### src/rtl/multicycle_ctrl_pkg.sv
// Shared encodings for the multicycle controller: states, opcodes and datapath mux selects.
package multicycle_ctrl_pkg;

   typedef enum logic [3:0] {
      FETCH    = 4'd0,
      DECODE   = 4'd1,
      EXEC_R   = 4'd2,
      EXEC_I   = 4'd3,
      MEM_ADDR = 4'd4,
      MEM_RD   = 4'd5,
      MEM_WR   = 4'd6,
      WB_R     = 4'd7,
      WB_I     = 4'd8,
      WB_MEM   = 4'd9,
      BRANCH   = 4'd10,
      JUMP     = 4'd11,
      PERF     = 4'd12
   } state_t;

   localparam logic [5:0] OP_RTYPE = 6'b000000;
   localparam logic [5:0] OP_ADDI  = 6'b001000;
   localparam logic [5:0] OP_SLTI  = 6'b001010;
   localparam logic [5:0] OP_LW    = 6'b100011;
   localparam logic [5:0] OP_SW    = 6'b101011;
   localparam logic [5:0] OP_BEQ   = 6'b000100;
   localparam logic [5:0] OP_J     = 6'b000010;
   localparam logic [5:0] OP_JAL   = 6'b000011;
   localparam logic [5:0] OP_PERF  = 6'b110011;

   localparam logic [1:0] PC_SRC_ALU     = 2'b00;
   localparam logic [1:0] PC_SRC_ALU_OUT = 2'b01;
   localparam logic [1:0] PC_SRC_JUMP    = 2'b10;

   localparam logic [1:0] REG_DST_RT = 2'b00;
   localparam logic [1:0] REG_DST_RD = 2'b01;
   localparam logic [1:0] REG_DST_RA = 2'b10;

   localparam logic [1:0] MEM_TO_REG_ALU = 2'b00;
   localparam logic [1:0] MEM_TO_REG_MEM = 2'b01;
   localparam logic [1:0] MEM_TO_REG_PC  = 2'b10;

   localparam logic [1:0] ALU_OP_ADD   = 2'b00;
   localparam logic [1:0] ALU_OP_SUB   = 2'b01;
   localparam logic [1:0] ALU_OP_FUNCT = 2'b10;
   localparam logic [1:0] ALU_OP_SLT   = 2'b11;

   // States whose exit back to FETCH completes an instruction.
   function automatic logic is_final(input state_t s);
      return (s == WB_R) || (s == WB_I) || (s == WB_MEM) || (s == MEM_WR) ||
             (s == BRANCH) || (s == JUMP) || (s == PERF);
   endfunction

endpackage

### src/rtl/multicycle_ctrl_decode.sv
// Opcode dispatch used in DECODE. MCTRL_PERF_EN enables the PERF opcode;
// otherwise it falls through to the R-type path like any unknown opcode.
module mctrl_decode
   import multicycle_ctrl_pkg::*;
(
   input  logic [5:0] opcode,
   output state_t     next_state
);

   always_comb begin
      next_state = EXEC_R;
      case (opcode)
         OP_RTYPE:         next_state = EXEC_R;
         OP_ADDI, OP_SLTI: next_state = EXEC_I;
         OP_LW, OP_SW:     next_state = MEM_ADDR;
         OP_BEQ:           next_state = BRANCH;
         OP_J, OP_JAL:     next_state = JUMP;
`ifdef MCTRL_PERF_EN
         OP_PERF:          next_state = PERF;
`endif
         default:          next_state = EXEC_R;
      endcase
   end

endmodule

### src/rtl/multicycle_ctrl.sv
// Multicycle MIPS-style control FSM. Define MCTRL_PERF_EN to add the PERF
// instruction and the instr_retired counter.
module multicycle_ctrl
   import multicycle_ctrl_pkg::*;
(
   input  logic        clk,
   input  logic        reset,
   input  logic [5:0]  opcode,
   input  logic        zero,
   input  logic        mem_ack,
   output logic        mem_req,
   output logic        mem_write,
   output logic        i_or_d,
   output logic        ir_write,
   output logic        pc_write,
   output logic        reg_write,
   output logic        alu_src_a,
   output logic        perf,
   output logic        sign_or_zero,
   output logic [1:0]  pc_src,
   output logic [1:0]  reg_dst,
   output logic [1:0]  mem_to_reg,
   output logic [1:0]  alu_op,
   output logic [1:0]  alu_src_b,
   output logic [3:0]  state
`ifdef MCTRL_PERF_EN
   ,
   output logic [31:0] instr_retired
`endif
);

   state_t state_reg;
   state_t state_next;
   state_t state_cur;
   state_t decode_next;

   mctrl_decode u_decode (
      .opcode     (opcode),
      .next_state (decode_next)
   );

   // Reset presents FETCH outputs immediately, before the register has cleared.
   assign state_cur = reset ? FETCH : state_reg;
   assign state     = state_cur;

   always_ff @(posedge clk) begin
      if (reset)
         state_reg <= FETCH;
      else
         state_reg <= state_next;
   end

   always_comb begin
      state_next   = state_reg;
      mem_req      = 1'b0;
      mem_write    = 1'b0;
      i_or_d       = 1'b0;
      ir_write     = 1'b0;
      pc_write     = 1'b0;
      reg_write    = 1'b0;
      alu_src_a    = 1'b0;
      perf         = 1'b0;
      sign_or_zero = 1'b1;
      pc_src       = PC_SRC_ALU;
      reg_dst      = REG_DST_RT;
      mem_to_reg   = MEM_TO_REG_ALU;
      alu_op       = ALU_OP_ADD;
      alu_src_b    = 2'b00;

      case (state_cur)
         FETCH: begin
            mem_req   = 1'b1;
            alu_src_b = 2'b01;
            if (mem_ack) begin
               ir_write   = 1'b1;
               pc_write   = 1'b1;
               state_next = DECODE;
            end
         end
         DECODE: begin
            alu_src_b  = 2'b11;
            state_next = decode_next;
         end
         EXEC_R: begin
            alu_src_a  = 1'b1;
            alu_op     = ALU_OP_FUNCT;
            state_next = WB_R;
         end
         EXEC_I: begin
            alu_src_a    = 1'b1;
            alu_src_b    = 2'b10;
            alu_op       = (opcode == OP_SLTI) ? ALU_OP_SLT : ALU_OP_ADD;
            sign_or_zero = (opcode != OP_SLTI);
            state_next   = WB_I;
         end
         MEM_ADDR: begin
            alu_src_a  = 1'b1;
            alu_src_b  = 2'b10;
            state_next = (opcode == OP_SW) ? MEM_WR : MEM_RD;
         end
         MEM_RD: begin
            mem_req = 1'b1;
            i_or_d  = 1'b1;
            if (mem_ack)
               state_next = WB_MEM;
         end
         MEM_WR: begin
            mem_req   = 1'b1;
            mem_write = 1'b1;
            i_or_d    = 1'b1;
            if (mem_ack)
               state_next = FETCH;
         end
         WB_R: begin
            reg_dst    = REG_DST_RD;
            reg_write  = 1'b1;
            state_next = FETCH;
         end
         WB_I: begin
            reg_write  = 1'b1;
            state_next = FETCH;
         end
         WB_MEM: begin
            mem_to_reg = MEM_TO_REG_MEM;
            reg_write  = 1'b1;
            state_next = FETCH;
         end
         BRANCH: begin
            alu_op     = ALU_OP_SUB;
            pc_src     = PC_SRC_ALU_OUT;
            pc_write   = zero;
            state_next = FETCH;
         end
         JUMP: begin
            pc_src   = PC_SRC_JUMP;
            pc_write = 1'b1;
            if (opcode == OP_JAL) begin
               reg_dst    = REG_DST_RA;
               mem_to_reg = MEM_TO_REG_PC;
               reg_write  = 1'b1;
            end
            state_next = FETCH;
         end
         PERF: begin
`ifdef MCTRL_PERF_EN
            perf = 1'b1;
`endif
            state_next = FETCH;
         end
         default: state_next = FETCH;
      endcase

      // Side-effecting strobes must never fire while reset is held.
      if (reset) begin
         mem_req    = 1'b0;
         mem_write  = 1'b0;
         ir_write   = 1'b0;
         pc_write   = 1'b0;
         reg_write  = 1'b0;
         perf       = 1'b0;
         state_next = FETCH;
      end
   end

`ifdef MCTRL_PERF_EN
   logic [31:0] instr_retired_reg;

   always_ff @(posedge clk) begin
      if (reset)
         instr_retired_reg <= 32'd0;
      else if (is_final(state_reg) && (state_next == FETCH))
         instr_retired_reg <= instr_retired_reg + 32'd1;
   end

   assign instr_retired = instr_retired_reg;
`endif

endmodule

### config.mk
export PLATFORM = sky130hd
export DESIGN_NAME = multicycle_ctrl
export DESIGN_NICKNAME = d
export VERILOG_FILES = /design/src/rtl/multicycle_ctrl_pkg.sv /design/src/rtl/multicycle_ctrl_decode.sv /design/src/rtl/multicycle_ctrl.sv
export SDC_FILE = /design/constraint.sdc
export NUM_CORES = 1
export LEC_CHECK = 0
export ABC_CLOCK_PERIOD_IN_PS = 1700
export BUFFER_PORTS_ARGS = -buffer_cell sky130_fd_sc_hd__buf_2
export CAP_MARGIN = 20
export CORE_MARGIN = 5
export CORE_UTILIZATION = 40
export CTS_CLUSTER_DIAMETER = 50
export CTS_CLUSTER_SIZE = 24
export DETAILED_ROUTE_END_ITERATION = 16
export PLACE_DENSITY = 0.72
export SLEW_MARGIN = 20
export SYNTH_ARGS = -nofsm -noshare
export SYNTH_HDL_FRONTEND = slang
export SYNTH_HIERARCHICAL = 1
export SYNTH_SLANG_ARGS = --single-unit
export TNS_END_PERCENT = 10
### constraint.sdc
create_clock -name clk -period 1.7 [get_ports clk]
set_clock_uncertainty 0.1 [all_clocks]
set_input_delay 0 -clock clk [delete_from_list [all_inputs] [get_ports clk]]
set_output_delay 0 -clock clk [all_outputs]
set_load 0.02 [all_outputs]
==> flow_summary.yaml, run 1 <==
run_status:
  status: "complete, no violations"
die:
  rows: 14
  fp.coreArea_um2: 1506
  io_pins: 33
  die_w_um: 50.02
  dieArea_um2: 2502
  dieHeight_um: 50.02
  start_util: 0.4252
synthesis:
  synthCells: 96
  synth-compound-area-share: 0.2656
  synth_area_um2: 640.6
  synthMuxAreaShare: 0
  synth-seq-area-share: 0.1250
  yosys.area.top_type: "dfxtp_1"
  postSynthAreaPerCell_um2: 6.673
  synth_top_area_frac: 0.1250
  synth-xor-area-share: 0.01367
  syn-num-nets: 106
  ys_types: 44
  synth-seq-cells: 4
  synth_simple_gate_area_share: 0.4902
  synth_top_family_by_area: "simple AND/OR/NAND/NOR gates"
  synth_warnings: 6
  synth-adder-area-share: 0
  synth_area_leaders: "dfxtp_1 (13%), nor3_1 (7.8%), nand2b_1 (6.8%)"
setup_path:
  worst_path_largest_cell_delay_ns: 0.30
  worstPathCellList: "buf_4 -> inv_2 -> nand2_1 -> o31a_1 -> nor3_1 -> buf_2"
  crit_slowest_cell: "dfxtp_1"
  critPathTopFamily: "buffers and inverters"
  path_buf_inv: 3
  critPathRequiredTime_ns: 1.60
  cp-start-kind: "flip-flop"
  crit_arrival_ns: 1.48
  cp-end-kind: "output port"
  worst-path-max-fanout: 7
  critPathKind: "reg2out"
timing:
  whs_ns: 0.03093
  min_period_ns: 1.581
  worst_pin_slew_ns: 0.4627
  worst_slack_ns: 0.1195
  maxSlewViolCount: 0
  fin_tns_setup_ns: 0
  hold_viol_final: 0
  max_freq_mhz: 632.7
  max_slew_margin: 0.6836
  rsz0062_at_grt: "no"
  setup_viol: 0
  period_share: 0.9297
drt:
  drc: 0
  via_per_inst: 5.723
  firstDrtPassIters: 4
  ant_nets: 0
  first_iter_violations: 9
  wl_per_cell_um: 13.42
  drt_wl_total_um: 1892
  vias: 807
placement:
  pre_cts_ws_ns: 0.2350
  place_congestion: 0.8201
  port_buffers: 31
  hpwlAfterDp_um: 1521
final_layout:
  fin_util: 0.5382
  layout_common_cells: "buf_2 (31), nor2_1 (10), nor3_1 (10)"
  n_antenna_cell: 0
  drive_gt1_frac: 0.3680
  final_nets: 137
  syn_to_final_growth_pct: 26.56
  largest_reg_flops: 4
  final_common_cell: "buf_2"
pwr:
  p_leak_nw: 0.3649
  power_density_nw_per_um2: 1284
  ir_worst_vdd_uv: 774.0
clocking:
  htreeDepth: 1
  clk_pin_slew_ns: 0.04
  clock_sinks: 4
  cts-root-buf: "clkbuf_4"
  cts_buffer_depth: 2
  cts_setup_buffers: 0
  clock_latency_ns: 0.24
  cts_buffers: 3
  cts_tree: "built"
global_route:
  grt_pass1_vias: 712
  grt_use_total: 0.1578
  grt_overflow: 0
  grt_max_degree: 19
  grt_pass1_wl_um: 3215
  antenna_found_initial: 0
job:
  cap_violations: 0
min_path:
  min_path_type: "in2reg"
## worst paths after layout
check / start / to / slack (ns) / cells past startpoint
worst min-delay path: reset / state_reg[0] / 0.03 / 3
worst max register to register: state_reg[1] / state_reg[1] / 0.38 / 4
worst min register to register: state_reg[0] / state_reg[2] / 0.54 / 2
worst max-delay path: state_reg[0] / pc_write / 0.12 / 6
## stage by stage
stage / instance area, µm² / cells / power [mW]
global placement: 774.5 / 137 / 0.8937
global route: 810.8 / 141 / 1.132
CTS: 808.3 / 141 / 1.040
floorplan: 640.6 / 96 / 0.7497
detailed placement: 774.5 / 137 / 0.9161
finish: 810.8 / 141 / 1.041
## final cells by class
class                      count  area, µm²
clock buffer                   3      22.52
fill                         158      695.7
inverter                       2      7.507
multi-input combinational     82      496.7
sequential                     4      83.83
tap                           16      20.02
timing repair buffer          34      180.2
## report_power, final
group | internal (mW) | leakage [nW] | total (mW) | switching (mW)
logic | 0.275 | 0.317 | 0.701 | 0.425
registers | 0.134 | 0.0342 | 0.221 | 0.0867
clock network | 0.0791 | 0.0138 | 0.120 | 0.0409
## metal layers
| layer | GRT usage | share of wire | up-vias |
|---|---|---|---|
| li1 | - | - | 404 |
| met1 | 0.1929 | 0.42 | 367 |
| met5 | 0 | 0 | - |
| met2 | 0.2510 | 0.48 | 30 |
| met4 | 0.05677 | 0.018 | 0 |
| met3 | 0.05422 | 0.073 | 6 |
## Yosys cell counts, drive strengths merged
| cell type | count |
|---|---|
| nor3b | 1 |
| o21bai | 1 |
| conb | 1 |
| or3b | 1 |
| and3 | 1 |
| a311oi | 1 |
| a2111oi | 3 |
| o21a | 1 |
| nor3 | 11 |
| a21boi | 1 |
| o2bb2ai | 1 |
| buf | 8 |
| inv | 2 |
| a2bb2oi | 1 |
| or2 | 2 |
| nand2 | 9 |
| nor2 | 11 |
| xor2 | 1 |
| or3 | 2 |
| and2 | 1 |
| o21ai | 2 |
| nor2b | 3 |
| nand3b | 1 |
| a211oi | 1 |
| o211ai | 2 |
| nand3 | 3 |
| dfxtp | 4 |
| nor4 | 1 |
| o31a | 1 |
| o22ai | 1 |
| nand4 | 1 |
| and4bb | 1 |
| a21oi | 7 |
| and2b | 1 |
| nand2b | 7 |
## worst reg2reg max path: stages (launching register included)
cell and delay (ns):
dfxtp_2 0.47, and2b_1 0.29, nand3_1 0.10, a21oi_1 0.06, o21a_1 0.18
## cells by family (layout without fill, tap and decap cells)
kind of cell              after synthesis  after routing
AOI/OAI and AO/OA                      23             23
xor gates and xnor gates                1              1
buffers and inverters                  10             39
DFF                                     4              4
other                                   1              1
and+or+nand+nor                        57             57
## repair_timing
item                       CTS  global route
hold endpoints to repair     1             0
setup endpoints to repair    1             7
hold buffers                 1             0
gates resized for setup      1             2
(Power assumes the default switching activity.)
==> inputs of run 2 (changes only) <==
Settings changed: CAP_MARGIN 20 to unset, CORE_MARGIN 5 to 10.
==> run 2 against run 1 <==
Die area up 44%; hold slack better by 0.021 ns; critical path depth down 2.
==> flow_summary.yaml, run 2 (synthesis results as in run 1) <==
final_layout:
  drive_gt1_frac: 0.3701
  largest_reg_flops: 4
  final_area_um2: 824.5
  final_common_cell: "buf_2"
  syn_to_final_growth_pct: 28.71
  layout_common_cells: "buf_2 (31), nor2_1 (10), nor3_1 (10)"
  n_antenna_cell: 0
  n_fill_cell: 149
  fin_util: 0.5473
  final_nets: 139
pwr:
  p_leak_nw: 0.3750
  finalPower_mw: 1.065
  ir_worst_vdd_uv: 1028
  power_density_nw_per_um2: 1292
setup_path:
  r2r_setup_slack_ns: 0.40
  crit_arrival_ns: 1.51
  critPathRequiredTime_ns: 1.60
  worst-path-max-fanout: 11
  cp-start-kind: "flip-flop"
  r2r-end: "state_reg[1]"
  r2r-start: "state_reg[2]"
  critPathKind: "reg2out"
  worstPathCellList: "nor2_2 -> nand2_2 -> or3_1 -> buf_2"
  crit_slowest_cell: "dfxtp_1"
  path_buf_inv: 1
  worst_path_largest_cell_delay_ns: 0.41
  ff2ff_path_depth: 5
  critPathTopFamily: "simple AND/OR/NAND/NOR gates"
  cp-end-kind: "output port"
drt:
  ant_nets: 0
  via_per_inst: 5.629
  first_iter_violations: 15
  firstDrtPassIters: 4
  drt_wl_total_um: 2070
  drc: 0
  wl_per_cell_um: 14.48
  vias: 805
global_route:
  grt_use_total: 0.1168
  grt_pass1_vias: 786
  antenna_found_initial: 0
  grt_pass1_wl_um: 3381
  grt_max_degree: 14
  grt_overflow: 0
clocking:
  cts_buffer_depth: 2
  htreeDepth: 1
  cts-root-buf: "clkbuf_4"
  clock_latency_ns: 0.23
  clock_sinks: 4
  cts_buffers: 3
  cts_tree: "built"
  clk_pin_slew_ns: 0.04
timing:
  hold_viol_final: 0
  max_freq_mhz: 620.1
  min_period_ns: 1.613
  setup_viol: 0
  maxSlewViolCount: 0
  period_share: 0.9486
  rsz0062_at_grt: "yes"
  worst_slack_ns: 0.08742
min_path:
  min_path_cells: 3
  holdPathEnd: "state_reg[0]"
  min_path_type: "in2reg"
  min_from: "reset"
placement:
  placed_area_um2: 789.5
  hpwlAfterDp_um: 1707
  pre_cts_ws_ns: 0.3017
  port_buffers: 31
  place_congestion: 0.8649
job:
  cap_violations: 0
die:
  fp.coreArea_um2: 1506
  dieArea_um2: 3602
  io_pins: 33
  start_util: 0.4252
  rows: 14
  dieHeight_um: 60.02
  die_w_um: 60.02
run_status:
  status: "complete, no violations"
==> run 2: metal layers <==
| metal | GRT usage | part of all wire | up-vias |
|---|---|---|---|
| li1 | - | - | 406 |
| met1 | 0.1244 | 0.41 | 365 |
| met2 | 0.1853 | 0.47 | 32 |
| met3 | 0.06780 | 0.12 | 2 |
| met4 | 0.04487 | 0.0048 | 0 |
| met5 | 0 | 0 | - |
==> run 2: area by class of cell <==
| type | count | area [µm²] | area share |
|---|---|---|---|
| clock buffers | 3 | 22.52 | 0.02731 |
| inverters | 2 | 7.507 | 0.009105 |
| multi-input cells | 82 | 496.7 | 0.6024 |
| flip-flops and latches | 4 | 82.58 | 0.1002 |
| well taps | 16 | 20.02 | 0.02428 |
| repair buffers | 36 | 195.2 | 0.2367 |
==> run 2: stage by stage <==
stage	hold WS, ns	setup TNS [ns]	std cells
2_1_floorplan	0.03863	0	96
3_3_place_gp	0.2118	0	139
3_5_place_dp	0.2067	0	139
4_1_cts	0.04238	0	143
5_1_grt	0.07487	-0.0005039	143
6_report	0.05160	0	143
==> run 2: worst max path at each step <==
stage	startpoint	slack, ns	end	cells after the start
after floorplan	state_reg[2]	0.34	mem_to_reg[1]	4
after global placement	state_reg[0]	0.33	pc_write	5
after detailed placement	state_reg[0]	0.30	pc_write	5
after CTS	state_reg[1]	0.04	mem_req	5
after global routing	state_reg[3]	-0.0005	sign_or_zero	4
final	state_reg[3]	0.09	sign_or_zero	4
==> run 2: worst reg2reg max path, cell delays in order (launching register included) <==
cell and delay, ns:
dfxtp_1 0.35, buf_4 0.17, and2b_1 0.23, nand3_1 0.11, a21oi_1 0.14, o21a_1 0.13
==> run 2: where the power goes <==
part / internal [mW] / total (mW) / switching (mW)
clock network: 0.0787 / 0.114 / 0.0353
registers: 0.135 / 0.234 / 0.0993
logic: 0.289 / 0.717 / 0.428
total: 0.503 / 1.07 / 0.562
==> run 2: timing repair <==
| item | in CTS | in global routing |
|---|---|---|
| gates resized for setup | 0 | 2 |
| hold buffers | 1 | 0 |
| endpoints found under the setup margin | 0 | 5 |
| hold endpoints to repair | 1 | 0 |
| buffers inserted | 0 | 0 |
==> inputs of run 3 (changes only) <==
Settings changed: CTS_CLUSTER_SIZE 24 to unset, MAX_ROUTING_LAYER set to met4.
==> run 3 against run 2 <==
Hold slack lost 0.0035 ns; cell area unchanged; non-clock buffer count did not move; worst setup slack worse by 0.0047 ns; critical endpoint unchanged; wire length hardly changed; total power increased by 0.18%; count of clock-buffer cells in the layout unchanged; largest cell class unchanged; critical path type unchanged.
==> flow_summary.yaml, run 3 (synthesis results as in run 1) <==
run_status:
  status: "complete, no violations"
clocking:
  htreeDepth: 1
  cts_tree: "built"
  cts_buffers: 3
  clock_latency_ns: 0.24
  clk_pin_slew_ns: 0.04
  cts-root-buf: "clkbuf_4"
  cts_buffer_depth: 2
  clock_sinks: 4
drt:
  firstDrtPassIters: 4
  drt_wl_total_um: 2069
  first_iter_violations: 15
  via_per_inst: 5.615
  wl_per_cell_um: 14.47
  vias: 803
  drc: 0
  ant_nets: 0
pwr:
  ir_worst_vdd_uv: 1024
  power_density_nw_per_um2: 1294
  power.share.switching: 0.5288
  comb_power_share: 0.672
  finalPower_mw: 1.067
  power_frac_clock: 0.109
  p_switching_uw: 564.2
  seqPwrFrac: 0.219
  p_leak_nw: 0.3750
  p_int_uw: 502.8
timing:
  period_share: 0.9513
  min_period_ns: 1.617
  setup_viol: 0
  max_freq_mhz: 618.3
  rsz0062_at_grt: "yes"
  maxSlewViolCount: 0
  hold_viol_final: 0
die:
  io_pins: 33
  fp.coreArea_um2: 1506
  dieArea_um2: 3602
  start_util: 0.4252
  rows: 14
  die_w_um: 60.02
  dieHeight_um: 60.02
global_route:
  antenna_found_initial: 0
  grt_pass1_wl_um: 3381
  grt_overflow: 0
  grt_max_degree: 14
  grt_pass1_vias: 786
  grt_use_total: 0.1200
setup_path:
  crit_arrival_ns: 1.52
  critPathKind: "reg2out"
  critPathRequiredTime_ns: 1.60
  cp-start-kind: "flip-flop"
  worst-path-max-fanout: 11
  cp-end-kind: "output port"
final_layout:
  drive_gt1_frac: 0.3701
  final_area_um2: 824.5
  final_nets: 139
  n_antenna_cell: 0
  layout_common_cells: "buf_2 (31), nor2_1 (10), nor3_1 (10)"
  largest_reg_flops: 4
  final_cells: 143
  final_common_cell: "buf_2"
  syn_to_final_growth_pct: 28.71
placement:
  hpwlAfterDp_um: 1707
  placed_area_um2: 789.5
  numPlacedInstances: 139
  port_buffers: 31
  place_congestion: 0.8789
min_path:
  min_path_type: "in2reg"
job:
  cap_violations: 0
## run 3: cell counts in the layout (fill, tap and decap cells not counted)
No cell type changed its count.
## run 3: final cells by class
class	instances	area, µm²
Sequential cell	4	82.58
Fill cell	149	681.9
Inverter	2	7.507
Timing Repair Buffer	36	195.2
Tap cell	16	20.02
Multi-Input combinational cell	82	496.7
Clock buffer	3	22.52
## run 3: worst max-delay path, cell delays in order, from the launching register on
cell     delay, ns
dfxtp_1       0.41
nor2_2        0.25
nand2_2       0.10
or3_1         0.35
buf_2         0.16
## run 3: what timing repair did
| item | 4_1_cts | 5_1_grt |
|---|---|---|
| setup buffers | 0 | 0 |
| hold buffers | 1 | 0 |
| endpoints found under the setup margin | 0 | 5 |
| gates resized for setup | 0 | 2 |
| endpoints found under the hold margin | 1 | 0 |
## run 3: per-stage QoR
| stage | hold slack (ns) | TNS (ns) | utilization | setup slack, ns |
|---|---|---|---|---|
| 2_1_floorplan | 0.03863 | 0 | - | 0.3388 |
| 3_3_place_gp | 0.2118 | 0 | 0.5241 | 0.3308 |
| 3_5_place_dp | 0.2067 | 0 | 0.5241 | 0.3017 |
| 4_1_cts | 0.04238 | 0 | 0.5457 | 0.04458 |
| 5_1_grt | 0.07487 | -0.0005064 | 0.5473 | -0.0005064 |
| 6_report | 0.04811 | 0 | 0.5473 | 0.08271 |
## run 3: routing by layer
metal  part of all wire  global-route usage  wire (µm)
met3               0.12             0.06356        241
met5                  0                   -          0
met4                  0             0.04487          0
met2               0.47              0.1853        978
met1               0.41              0.1268        849
## run 3: worst paths after layout
check          startpoint           end  slack (ns)  depth (start not counted)
max          state_reg[3]  sign_or_zero        0.08                          4
min                 reset  state_reg[0]        0.05                          3
max reg2reg  state_reg[2]  state_reg[1]        0.40                          5
min reg2reg  state_reg[0]  state_reg[3]        0.50                          2
## run 3: power by group through the flow
stage / Sequential (mW) / Clock (mW) / Combinational (mW)
after floorplan: 0.165 / 0 / 0.585
after global placement: 0.221 / 0 / 0.699
after detailed placement: 0.223 / 0 / 0.716
after CTS: 0.224 / 0.119 / 0.718
after global routing: 0.246 / 0.128 / 0.801
final: 0.234 / 0.117 / 0.717
